File: src/rtl/collector_drain.sv
// collector_drain: drains the MLP collector output FIFO onto an
// AXI-Stream-style master with tlast framing, frame checksum and counters.
//
// Ports:
//   clk, reset        rising-edge clock, synchronous active-high reset
//   enable            gates new FIFO reads; buffered words still drain
//   ofifo_rdy/ren     FIFO non-empty / pop strobe (data one cycle later)
//   ofifo_rdata       FIFO read data
//   m_tdata/tvalid/
//   m_tready/tlast    output stream, tlast every FRAME_LEN words
//   frame_sum(_valid) modular sum of the last frame, 1-cycle pulse
//   word_count        words accepted downstream, saturating
//   frame_count       frames completed, saturating
module collector_drain #(
  parameter int DATA_WIDTH = 64,
  parameter int FRAME_LEN  = 8,
  parameter int CNT_WIDTH  = 32
) (
  input  logic                  clk,
  input  logic                  reset,
  input  logic                  enable,
  input  logic                  ofifo_rdy,
  output logic                  ofifo_ren,
  input  logic [DATA_WIDTH-1:0] ofifo_rdata,
  output logic [DATA_WIDTH-1:0] m_tdata,
  output logic                  m_tvalid,
  input  logic                  m_tready,
  output logic                  m_tlast,
  output logic [DATA_WIDTH-1:0] frame_sum,
  output logic                  frame_sum_valid,
  output logic [CNT_WIDTH-1:0]  word_count,
  output logic [CNT_WIDTH-1:0]  frame_count
);

  localparam int BW =
    (FRAME_LEN > 1) ? $clog2(FRAME_LEN) : 1;
  localparam logic [BW-1:0] LAST = BW'(FRAME_LEN - 1);
  localparam logic [CNT_WIDTH-1:0] CMAX = '1;

  logic [1:0]            occ;
  logic                  inflight;
  logic [DATA_WIDTH-1:0] head;
  logic [DATA_WIDTH-1:0] tail;
  logic [BW-1:0]         beat;
  logic [DATA_WIDTH-1:0] acc;
  logic                  pop;
  logic [2:0]            credit;

  assign m_tvalid = (occ != 2'd0);
  assign m_tdata  = head;
  assign m_tlast  = m_tvalid & (beat == LAST);
  assign pop      = m_tvalid & m_tready;

  // Words already owned (buffered + in flight). A pop this cycle
  // frees a slot, so reads keep 1 word/cycle under full throughput.
  assign credit = {1'b0, occ} + {2'b00, inflight};
  assign ofifo_ren = enable & ofifo_rdy & ~reset &
                     (credit < (3'd2 + {2'b00, pop}));

  always_ff @(posedge clk) begin
    if (reset) begin
      occ             <= 2'd0;
      inflight        <= 1'b0;
      head            <= '0;
      tail            <= '0;
      beat            <= '0;
      acc             <= '0;
      frame_sum       <= '0;
      frame_sum_valid <= 1'b0;
      word_count      <= '0;
      frame_count     <= '0;
    end else begin
      inflight        <= ofifo_ren;
      frame_sum_valid <= 1'b0;

      // head is the output register; tail only ever holds the
      // second-oldest word, so head stays stable while stalled.
      case ({inflight, pop})
        2'b10: begin
          if (occ == 2'd0) head <= ofifo_rdata;
          else             tail <= ofifo_rdata;
          occ <= occ + 2'd1;
        end
        2'b01: begin
          head <= tail;
          occ  <= occ - 2'd1;
        end
        2'b11: begin
          if (occ == 2'd1) begin
            head <= ofifo_rdata;
          end else begin
            head <= tail;
            tail <= ofifo_rdata;
          end
        end
        default: ;
      endcase

      if (pop) begin
        if (word_count != CMAX)
          word_count <= word_count + CNT_WIDTH'(1);
        if (m_tlast) begin
          beat            <= '0;
          acc             <= '0;
          frame_sum       <= acc + m_tdata;
          frame_sum_valid <= 1'b1;
          if (frame_count != CMAX)
            frame_count <= frame_count + CNT_WIDTH'(1);
        end else begin
          beat <= beat + BW'(1);
          acc  <= acc + m_tdata;
        end
      end
    end
  end

endmodule

File: config.mk
export PLATFORM = sky130hd
export DESIGN_NAME = collector_drain
export DESIGN_NICKNAME = d
export VERILOG_FILES = /design/src/rtl/collector_drain.sv
export SDC_FILE = /design/constraint.sdc
export NUM_CORES = 1
export LEC_CHECK = 0
export ABC_AREA = 1
export ABC_CLOCK_PERIOD_IN_PS = 2400
export BUFFER_PORTS_ARGS = -buffer_cell sky130_fd_sc_hd__buf_4
export CAP_MARGIN = 20
export CORE_MARGIN = 2
export CORE_UTILIZATION = 30
export DETAILED_ROUTE_END_ITERATION = 16
export HOLD_SLACK_MARGIN = 0.06
export PLACE_DENSITY = 0.49
export SYNTH_ARGS = -nofsm -noshare
export SYNTH_HDL_FRONTEND = slang
export SYNTH_SLANG_ARGS = --single-unit
File: constraint.sdc
create_clock -name clk -period 2.4 [get_ports clk]
set_input_delay 0.36 -clock clk [delete_from_list [all_inputs] [get_ports clk]]
set_output_delay 0.36 -clock clk [all_outputs]
set_load 0.01 [all_outputs]
==> results of run 1 <==
## worst max-delay path by stage
stage / to / startpoint / cells after the start
2_1_floorplan: tail[43] / occ[0] / 12
3_3_place_gp: frame_sum[62] / m_tdata[40] / 15
3_5_place_dp: frame_sum[30] / m_tdata[0] / 14
4_1_cts: frame_sum[43] / m_tdata[4] / 17
5_1_grt: frame_sum[56] / m_tdata[37] / 14
6_report: ofifo_ren / occ[0] / 7
## cells by family after synthesis
logic type / share of synthesized area (%)
and+or+nand+nor: 28.5
adders and majority gates: 4.79
DFF: 33.1
xor gates and xnor gates: 2.17
buffers and inverters: 14.9
AOI/OAI and AO/OA: 16.4
## cells in the mapped netlist, types with 2 or more instances
master | number | area (um^2)
inv_2 | 3 | 11.3
nor2_1 | 232 | 871
buf_1 | 9 | 33.8
nor3_2 | 11 | 110
inv_1 | 660 | 2480
nor2_4 | 2 | 22.5
nor2_2 | 5 | 31.3
a21oi_1 | 217 | 1090
o221ai_1 | 64 | 561
nand3b_1 | 10 | 75.1
nand3_2 | 2 | 20.0
nand2_1 | 896 | 3360
o21ai_1 | 5 | 25.0
a21o_1 | 8 | 60.1
dfxtp_1 | 327 | 6550
nand4_1 | 23 | 144
buf_2 | 22 | 110
buf_6 | 2 | 22.5
and3_1 | 5 | 31.3
nand3_1 | 107 | 536
o21ai_0 | 200 | 1000
nor3_1 | 39 | 195
buf_4 | 3 | 22.5
nor3b_1 | 4 | 30.0
nor4_1 | 7 | 43.8
or2_2 | 2 | 12.5
nand2_2 | 10 | 62.6
o21bai_1 | 35 | 263
ha_1 | 74 | 926
xnor2_1 | 7 | 61.3
clkbuf_1 | 71 | 267
o21a_1 | 27 | 203
xor2_1 | 42 | 368
nor3_4 | 2 | 32.5
## worst max-delay path, cell delays in order, from the launching register on
cell	delay [ps]
dfxtp_2	350
inv_2	60
ha_4	170
nor2_4	170
clkinv_4	90
o21ai_2	140
nor3b_4	270
buf_6	140
## cells in the final DEF, fill, tap and decap left out, types with 23 or more instances in the layout
| cell type | instances |
|---|---|
| nand4_1 | 23 |
| o21ai_0 | 199 |
| ha_1 | 54 |
| o221ai_1 | 64 |
| nor3_1 | 39 |
| dfxtp_1 | 325 |
| nand3_1 | 98 |
| dlygate4sd3_1 | 37 |
| a21oi_1 | 208 |
| inv_1 | 657 |
| nand2_2 | 30 |
| buf_4 | 367 |
| o21a_1 | 27 |
| nand2_1 | 875 |
| xor2_1 | 40 |
| o21bai_1 | 35 |
| nor2_1 | 215 |
| clkbuf_16 | 41 |
## where the power goes
part	internal [mW]	switching (mW)	total (mW)
clock network	4.17	2.64	6.82
logic	2.05	2.97	5.01
registers	5.98	0.507	6.48
total	12.2	6.12	18.3
## timing repair
| action | CTS | global route |
|---|---|---|
| hold buffers | 37 | 0 |
| endpoints found under the setup margin | 10 | 105 |
| pin swaps | 1 | 6 |
| endpoints found under the hold margin | 37 | 0 |
| resized for setup | 11 | 84 |
| setup buffers | 1 | 4 |
## layout make-up
| class | instances | area [um^2] |
|---|---|---|
| multi-input cells | 2047 | 10700 |
| clock inverters | 20 | 285 |
| repair buffers | 420 | 3440 |
| well taps | 864 | 1080 |
| inverters | 664 | 2500 |
| clock buffers | 56 | 1200 |
| flip-flops and latches | 327 | 6550 |
| fillers | 7112 | 39700 |
## state kept, by name (all words and copies together) (netlist names)
signal,count
inflight,1
m_tdata,64
word_count,32
frame_count,32
frame_sum,64
tail,64
occ,2
frame_sum_valid,1
beat,3
acc,64
## routing by layer
metal	track usage [%]	up-vias
met5	0	-
li1	-	10500
met4	5.06	0
met2	33.4	377
met1	27.3	9085
met3	2.71	98
## through the flow
stage,util (%),TNS [ps],hold slack (ps),cells
final,39.4,0,85.0,4398
after global routing,39.4,-294,85.6,4398
after CTS,38.7,0,60.7,4394
after detailed placement,35.8,-149,446,4280
after global placement,35.8,-103,442,4280
after floorplan,-,0,430,3145
==> out/results.ini, run 1 <==
[timing]
relSlewSlack_pct = 45.5
hold_viol = 0
rsz0062_at_grt = yes
finalCriticalPeriod_ps = 2320
fin_skew_ps = 23.3
max_freq_ghz = 0.431
worst_pin_slew_ps = 818
fin_ws_ps = 78.5
period_share_pct = 96.7
setup_viol_count_final = 0
maxSlewViolCount = 0

[floorplan]
rows = 94
initial_core_util_pct = 30.1
dieArea_um2 = 67900
die_h_um = 261
core_um2 = 65500
io_pins = 265
die_w_um = 261

[cts]
clock_path_buffers = 3
cts_made_buffers = 41
path_clk_slew_ps = 60
clock_tree.root_cell = clkbuf_16
cts_tree = done
cts-htree-levels = 2
clk_latency_ps = 580
clock_sinks = 327

[routing]
drtIter0Drc = 1300
route.detailed.drc = 0
wl_met1_um = 33200
wirelength_um = 69600
top_layer_used = met4
num_vias = 20100
dr.pass1.iters = 6
drtAntennaViolNets = 0
route.met2.wl_um = 31800
wire_per_inst_um = 15.8
vias_per_cell = 4.57
dr_wl_met3_um = 2850

[logic_synthesis]
ys_seq_area_share_pct = 33.1
synth_fp_nets = 3289
synth-seq-cells = 327
synthDistinctLibCells = 46
ys_async_sr_fraction_pct = 0
syn_inst = 3145
synth_edf_count = 0
yosys_warnings = 0
syn_area_um2 = 19700
postSynthAreaPerCell_um2 = 6.28
synth-main-ff-cell = dfxtp_1

[finish]
num_antenna_cells = 0
fin_nets = 3645
area_growth_pct = 30.6
layout-drive-gt1-share_pct = 16.7
stdcell_area_um2 = 25800

[power_and_ir_drop]
power_mw = 18.3
vdd_drop_max_uv = 494
p_per_area_nw_per_um2 = 710
p_leak_nw = 13.0

[placed_design]
port_buffers = 264
dpl.hpwl_um = 53500
gp_congestion = 0.945
place_ws_ps = -67.7
dpl_cell_area_um2 = 23500

[global_route]
grt_pass1_wl_um = 107000
grt_pass1_vias = 18700
grt_overflow_total = 0
antenna_found_initial = 0
grt_max_degree = 91
gr-usage-all-layers_pct = 20.1

[min_path]
min_to = tail[55]
hp-start = ofifo_rdata[55]
min_path_cells = 3
hp-class = in2reg

[job]
cap_violations = 0

[worst_setup_path]
r2r_cells = 16
crit_fanout = 4
reg2reg_from = m_tdata[29]
path_class = reg2out
required_ps = 2040
worstSetupStartpointType = flop
arrival_ps = 1960
rrSetupSlack_ps = 130
endpoint_kind = primary output
timing.rr.end = frame_sum[54]

[status]
outcome = completed

Power figures use the tool's default switching activity.
==> run 2, diff against run 1 <==
--- a/config.mk
+++ b/config.mk
@@ -11,8 +11,8 @@
 export CAP_MARGIN = 20
 export CORE_MARGIN = 2
-export CORE_UTILIZATION = 30
+export CORE_UTILIZATION = 37
 export DETAILED_ROUTE_END_ITERATION = 16
 export HOLD_SLACK_MARGIN = 0.06
-export PLACE_DENSITY = 0.49
+export PLACE_DENSITY = 0.57
 export SYNTH_ARGS = -nofsm -noshare
 export SYNTH_HDL_FRONTEND = slang
==> constraint.sdc (replaced) <==
create_clock -name clk -period 2.4 [get_ports clk]
set_input_delay 0.36 -clock clk [delete_from_list [all_inputs] [get_ports clk]]
set_output_delay 0.36 -clock clk [all_outputs]
set_load 0.005 [all_outputs]
==> run 2 against run 1 <==
  * Clock-buffer cell count is 4 higher
  * Clock power is 11% lower
  * Register-to-register slack better by 20 ps
  * Sequential cell count stayed put
  * Sequential power hardly changed
  * Clock skew is 3.3 ps higher
  * Non-clock buffer count is 51 lower
  * First-iteration DRC count is 2.3% lower
==> out/results.ini, run 2 (synthesis gave the netlist of run 1 again) <==
[status]
outcome = completed  ; unchanged

[placed_design]
place_ws_ps = -47.5  ; was -67.7 ps
port_buffers = 264  ; unchanged
dpl_cell_area_um2 = 23000  ; was 23500 um^2
gp_congestion = 0.977  ; was 0.945
dpl.hpwl_um = 49400  ; was 53500 um

[timing]
maxSlewViolCount = 0  ; unchanged
fin_tns_setup_ps = 0  ; unchanged
relSlewSlack_pct = 42.5  ; was 45.5%
worst_pin_slew_ps = 863  ; was 818 ps
finalCriticalPeriod_ps = 2260  ; was 2320 ps
setup_viol_count_final = 0  ; unchanged
period_share_pct = 94.0  ; was 96.7%
max_freq_ghz = 0.443  ; was 0.431 GHz
fin_ws_ps = 143  ; was 78.5 ps
hold_viol = 0  ; unchanged
fin_skew_ps = 26.7  ; was 23.3 ps

[job]
cap_violations = 0  ; unchanged

[routing]
dr.pass1.iters = 7  ; was 6
wire_per_inst_um = 15.7  ; was 15.8 um
drtAntennaViolNets = 0  ; unchanged
drtIter0Drc = 1270  ; was 1300
num_vias = 19900  ; was 20100
route.detailed.drc = 0  ; unchanged
wirelength_um = 65400  ; was 69600 um
vias_per_cell = 4.77  ; was 4.57

[finish]
final_util_pct = 47.4  ; was 39.4%
layout_commonest_cell = nand2_1  ; unchanged
multi_input_area_um2 = 10700  ; about the same
layout_common_cells = nand2_1 (876), inv_1 (658), buf_4 (337), dfxtp_1 (324), nor2_1 (210)  ; was nand2_1 (875), inv_1 (657), buf_4 (367), dfxtp_1 (325), nor2_1 (215)
fin_nets = 3594  ; was 3645
fill_cells = 5486  ; was 7112
seqCellArea_um2 = 6550  ; about the same
layout-drive-gt1-share_pct = 15.9  ; was 16.7%
area_growth_pct = 26.3  ; was 30.6%
stdcell_area_um2 = 24900  ; was 25800 um^2

[global_route]
grt_max_degree = 99  ; was 91
gr-usage-all-layers_pct = 23.1  ; was 20.1%
grt_overflow_total = 0  ; unchanged
grt_pass1_vias = 18200  ; was 18700
antenna_found_initial = 1  ; was 0
grt_pass1_wl_um = 102000  ; was 107000 um

[min_path]
hp-class = in2reg  ; unchanged

[floorplan]
rows = 84  ; was 94
die_w_um = 235  ; was 261 um
dieArea_um2 = 55200  ; was 67900 um^2
die_h_um = 235  ; was 261 um
initial_core_util_pct = 37.5  ; was 30.1%
io_pins = 265  ; unchanged
core_um2 = 52700  ; was 65500 um^2

[cts]
clock_path_buffers = 3  ; unchanged
cts_tree = done  ; unchanged
path_clk_slew_ps = 60  ; about the same
clock_sinks = 327  ; unchanged
clock_tree.root_cell = clkbuf_16  ; unchanged
cts_made_buffers = 41  ; unchanged
clk_latency_ps = 570  ; was 580 ps
cts-htree-levels = 2  ; unchanged

[worst_setup_path]
endpoint_kind = primary output  ; unchanged
worstSetupStartpointType = flop  ; unchanged
path_class = reg2out  ; unchanged
arrival_ps = 1900  ; was 1960 ps
critPathMaxStageDelay_ps = 340  ; was 350 ps
crit_fanout = 6  ; was 4
required_ps = 2040  ; about the same
path_cells = inv_1 -> ha_2 -> nor2_4 -> inv_4 -> o21ai_2 -> nor3b_2 -> buf_4  ; was inv_2 -> ha_4 -> nor2_4 -> clkinv_4 -> o21ai_2 -> nor3b_4 -> buf_6
crit_slowest_cell = dfxtp_2  ; unchanged

[power_and_ir_drop]
vdd_drop_max_uv = 434  ; was 494 uV
p_leak_nw = 12.7  ; was 13.0 nW
p_per_area_nw_per_um2 = 688  ; was 710 nW/um^2

==> run 2: timing repair <==
item	4_1_cts	5_1_grt
hold buffers	18	0
pin swaps	1	2
gates resized for setup	6	92
endpoints found under the setup margin	12	86
hold endpoints to repair	18	0
buffers inserted	1	2
==> run 2: area by class of cell <==
type / count / area share (%)
multi-input combinational: 2047 / 43.0
sequential: 327 / 26.3
timing repair buffer: 369 / 12.0
inverter: 664 / 10.0
clock buffer: 60 / 4.81
tap: 688 / 3.45
clock inverter: 12 / 0.421
antenna: 1 / 0.0100
==> run 2: worst paths after layout <==
| path | start | end | slack, ps | depth (start not counted) |
|---|---|---|---|---|
| max | occ[0] | ofifo_ren | 140 | 7 |
| min | ofifo_rdata[12] | tail[12] | 90 | 3 |
| max reg2reg | m_tdata[20] | acc[21] | 150 | 13 |
| min reg2reg | tail[43] | tail[43] | 450 | 2 |
==> run 2: power by group <==
group | switching (mW) | internal (mW)
Clock | 2.49 | 3.57
Sequential | 0.488 | 5.98
Combinational | 2.74 | 1.88
==> run 2: metrics by stage <==
| stage | hold slack, ps | std cells | power, mW |
|---|---|---|---|
| after floorplan | 430 | 3145 | 9.05 |
| after global placement | 441 | 4074 | 11.0 |
| after detailed placement | 444 | 4074 | 11.0 |
| after CTS | 60.3 | 4165 | 17.2 |
| after global routing | 82.0 | 4167 | 18.2 |
| final | 89.9 | 4168 | 17.2 |
==> run 2: routing by layer <==
layer | vias to the layer above | GRT usage [%] | wire [um]
met4 | 2 | 7.61 | 2020
met3 | 104 | 4.32 | 3620
met2 | 427 | 37.6 | 29500
li1 | 10400 | - | -
met5 | - | 0 | 14
met1 | 8918 | 30.8 | 30200
==> run 2: worst max-delay path: cells and delay by family (launching register included) <==
| family | cells | cell delay, ps |
|---|---|---|
| compound gates | 1 | 130 |
| flops | 1 | 340 |
| buf+inv | 3 | 300 |
| simple gates | 2 | 350 |
| fa+ha+maj | 1 | 210 |
==> run 3, diff against run 2 <==
Settings changed: SETUP_SLACK_MARGIN set to 0.3.
==> run 3 against run 2 <==
  * Sequential cell count stayed put
  * Final cell count increased by 1.7%
  * First-iteration DRC count shrank 3.6%
  * Register-to-register slack gained 40 ps
==> out/results.ini, run 3 (synthesis gave the netlist of run 1 again) <==
[power_and_ir_drop]
p_leak_nw = 13.9  ; was 12.7 nW
vdd_drop_max_uv = 391  ; was 434 uV
p_int_mw = 12.3  ; was 11.4 mW
p_seq_share_pct = 35.6  ; was 37.7%
swShare_pct = 34.7  ; was 33.4%
power_switching_mw = 6.51  ; was 5.72 mW
pwr-share-comb_pct = 33.5  ; was 27.0%
p_per_area_nw_per_um2 = 669  ; was 688 nW/um^2
clockPowerShare_pct = 30.9  ; was 35.3%

[routing]
drtAntennaViolNets = 0  ; unchanged
num_vias = 20800  ; was 19900
wirelength_um = 73300  ; was 65400 um
dr.pass1.iters = 6  ; was 7
vias_per_cell = 4.91  ; was 4.77
drtIter0Drc = 1224  ; was 1270
route.detailed.drc = 0  ; unchanged
wire_per_inst_um = 17.3  ; was 15.7 um

[floorplan]
dieArea_um2 = 55200  ; unchanged
core_um2 = 52700  ; unchanged
die_w_um = 235  ; unchanged
rows = 84  ; unchanged
io_pins = 265  ; unchanged
die_h_um = 235  ; unchanged
initial_core_util_pct = 37.5  ; unchanged

[timing]
hold_ws_ps = 72.8  ; was 89.9 ps
max_freq_ghz = 0.453  ; was 0.443 GHz
fin_skew_ps = 31.1  ; was 26.7 ps
fin_ws_ps = 194  ; was 143 ps
finalCriticalPeriod_ps = 2210  ; was 2260 ps
maxSlewViolCount = 0  ; unchanged
worst_pin_slew_ps = 643  ; was 863 ps
period_share_pct = 91.9  ; was 94.0%
fin_tns_setup_ps = 0  ; unchanged
rsz0062_at_grt = yes
relSlewSlack_pct = 57.2  ; was 42.5%
hold_viol = 0  ; unchanged
setup_viol_count_final = 0  ; unchanged

[finish]
instances_no_fill = 4240  ; was 4168
area_growth_pct = 42.1  ; was 26.3%
seqCellArea_um2 = 6700  ; was 6550 um^2
layout_commonest_cell = nand2_1  ; unchanged
layout-drive-gt1-share_pct = 31.4  ; was 15.9%
fill_cells = 5137  ; was 5486
fin_nets = 3671  ; was 3594
layout_common_cells = nand2_1 (695), inv_1 (621), buf_4 (396), dfxtp_1 (248), o21ai_0 (192)  ; was nand2_1 (876), inv_1 (658), buf_4 (337), dfxtp_1 (324), nor2_1 (210)
final_util_pct = 53.3  ; was 47.4%
multi_input_area_um2 = 12900  ; was 10700 um^2

[cts]
clock_sinks = 327  ; unchanged
clock_tree.root_cell = clkbuf_16  ; unchanged
cts_made_buffers = 39  ; was 41
cts_tree = done  ; unchanged
cts-htree-levels = 2  ; unchanged
clk_latency_ps = 560  ; was 570 ps
path_clk_slew_ps = 60  ; about the same
clock_path_buffers = 3  ; unchanged

[status]
outcome = completed  ; unchanged

[placed_design]
place_ws_ps = -344  ; was -47.5 ps
port_buffers = 264  ; unchanged
placed_cells = 4102  ; was 4074
dpl.hpwl_um = 51100  ; was 49400 um
gp_congestion = 1.00  ; was 0.977

[worst_setup_path]
crit_slowest_cell = dfxtp_2  ; unchanged
required_ps = 2850  ; was 2040 ps
cp_common_cell = nand2_2
path_class = reg2reg  ; was reg2out
endpoint_kind = flop  ; was primary output
crit_fanout = 3  ; was 6
worstSetupStartpointType = flop  ; unchanged
arrival_ps = 2650  ; was 1900 ps
critPathMaxStageDelay_ps = 340  ; about the same
path_cells = ha_4 -> buf_6 -> nand2_8 -> nor2_4 -> inv_4 -> nor3_4 -> buf_6 -> a21oi_4 -> nand2_4 -> nand2_4 -> nand2_2 -> nand2_2 -> nand2_2 -> nand2_1 -> nand2_1 -> inv_1  ; was inv_1 -> ha_2 -> nor2_4 -> inv_4 -> o21ai_2 -> nor3b_2 -> buf_4

[global_route]
grt_max_degree = 99  ; unchanged
grt_pass1_vias = 19100  ; was 18200
antenna_found_initial = 4  ; was 1
gr-usage-all-layers_pct = 24.5  ; was 23.1%
grt_overflow_total = 0  ; unchanged
grt_pass1_wl_um = 108000  ; was 102000 um

[min_path]
hp-class = in2reg  ; unchanged

[job]
cap_violations = 0  ; unchanged

run 3: power by group through the flow:
stage	Clock (mW)	Sequential, mW	Combinational, mW
detailed placement	0	6.57	4.61
finish	5.80	6.68	6.28
floorplan	0	6.40	2.66
global route	6.12	6.74	6.81
global placement	0	6.56	4.61
CTS	5.93	6.62	5.28
run 3: worst paths after layout:
check | start | endpoint | slack [ps] | cells past startpoint
max reg2reg | m_tdata[21] | frame_sum[57] | 190 | 16
min | ofifo_rdata[62] | tail[62] | 70 | 3
min reg2reg | tail[0] | tail[0] | 450 | 2
max | m_tdata[21] | frame_sum[57] | 190 | 16
run 3: worst max-delay path: cells and delay by family, from the launching register on:
family	cells	cell delay, ps
AOI/OAI and AO/OA	1	60
buffers and inverters	4	370
and+or+nand+nor	10	1030
DFF	1	340
adders and majority gates	1	280
run 3: area by class of cell:
class,instances,share of cell area [%]
Antenna cell,1,0.00892
Clock buffer,55,4.01
Clock inverter,10,0.303
Inverter,664,8.93
Multi-Input combinational cell,2047,46.0
Sequential cell,327,23.9
Tap cell,688,3.07
Timing Repair Buffer,448,13.8
run 3: what timing repair did:
item / 4_1_cts / 5_1_grt
gates resized for setup: 242 / 499
cloned: 3 / 8
hold endpoints to repair: 1 / 0
setup buffers: 23 / 37
pin swaps: 44 / 133
hold buffers: 1 / 0
setup endpoints to repair: 214 / 242
run 3: through the flow:
| step | total power [mW] | instance area [um^2] |
|---|---|---|
| after floorplan | 9.06 | 19800 |
| after global routing | 19.7 | 28100 |
| after detailed placement | 11.2 | 23200 |
| after CTS | 17.8 | 25900 |
| after global placement | 11.2 | 23200 |
| final | 18.8 | 28100 |
run 3: metal layers:
layer	GRT usage, %	vias to the layer above	routed length [um]
met4	7.50	6	2080
met1	32.4	9601	32700
met2	39.2	540	33200
met3	6.25	113	5330
li1	-	10600	-
met5	0	-	46
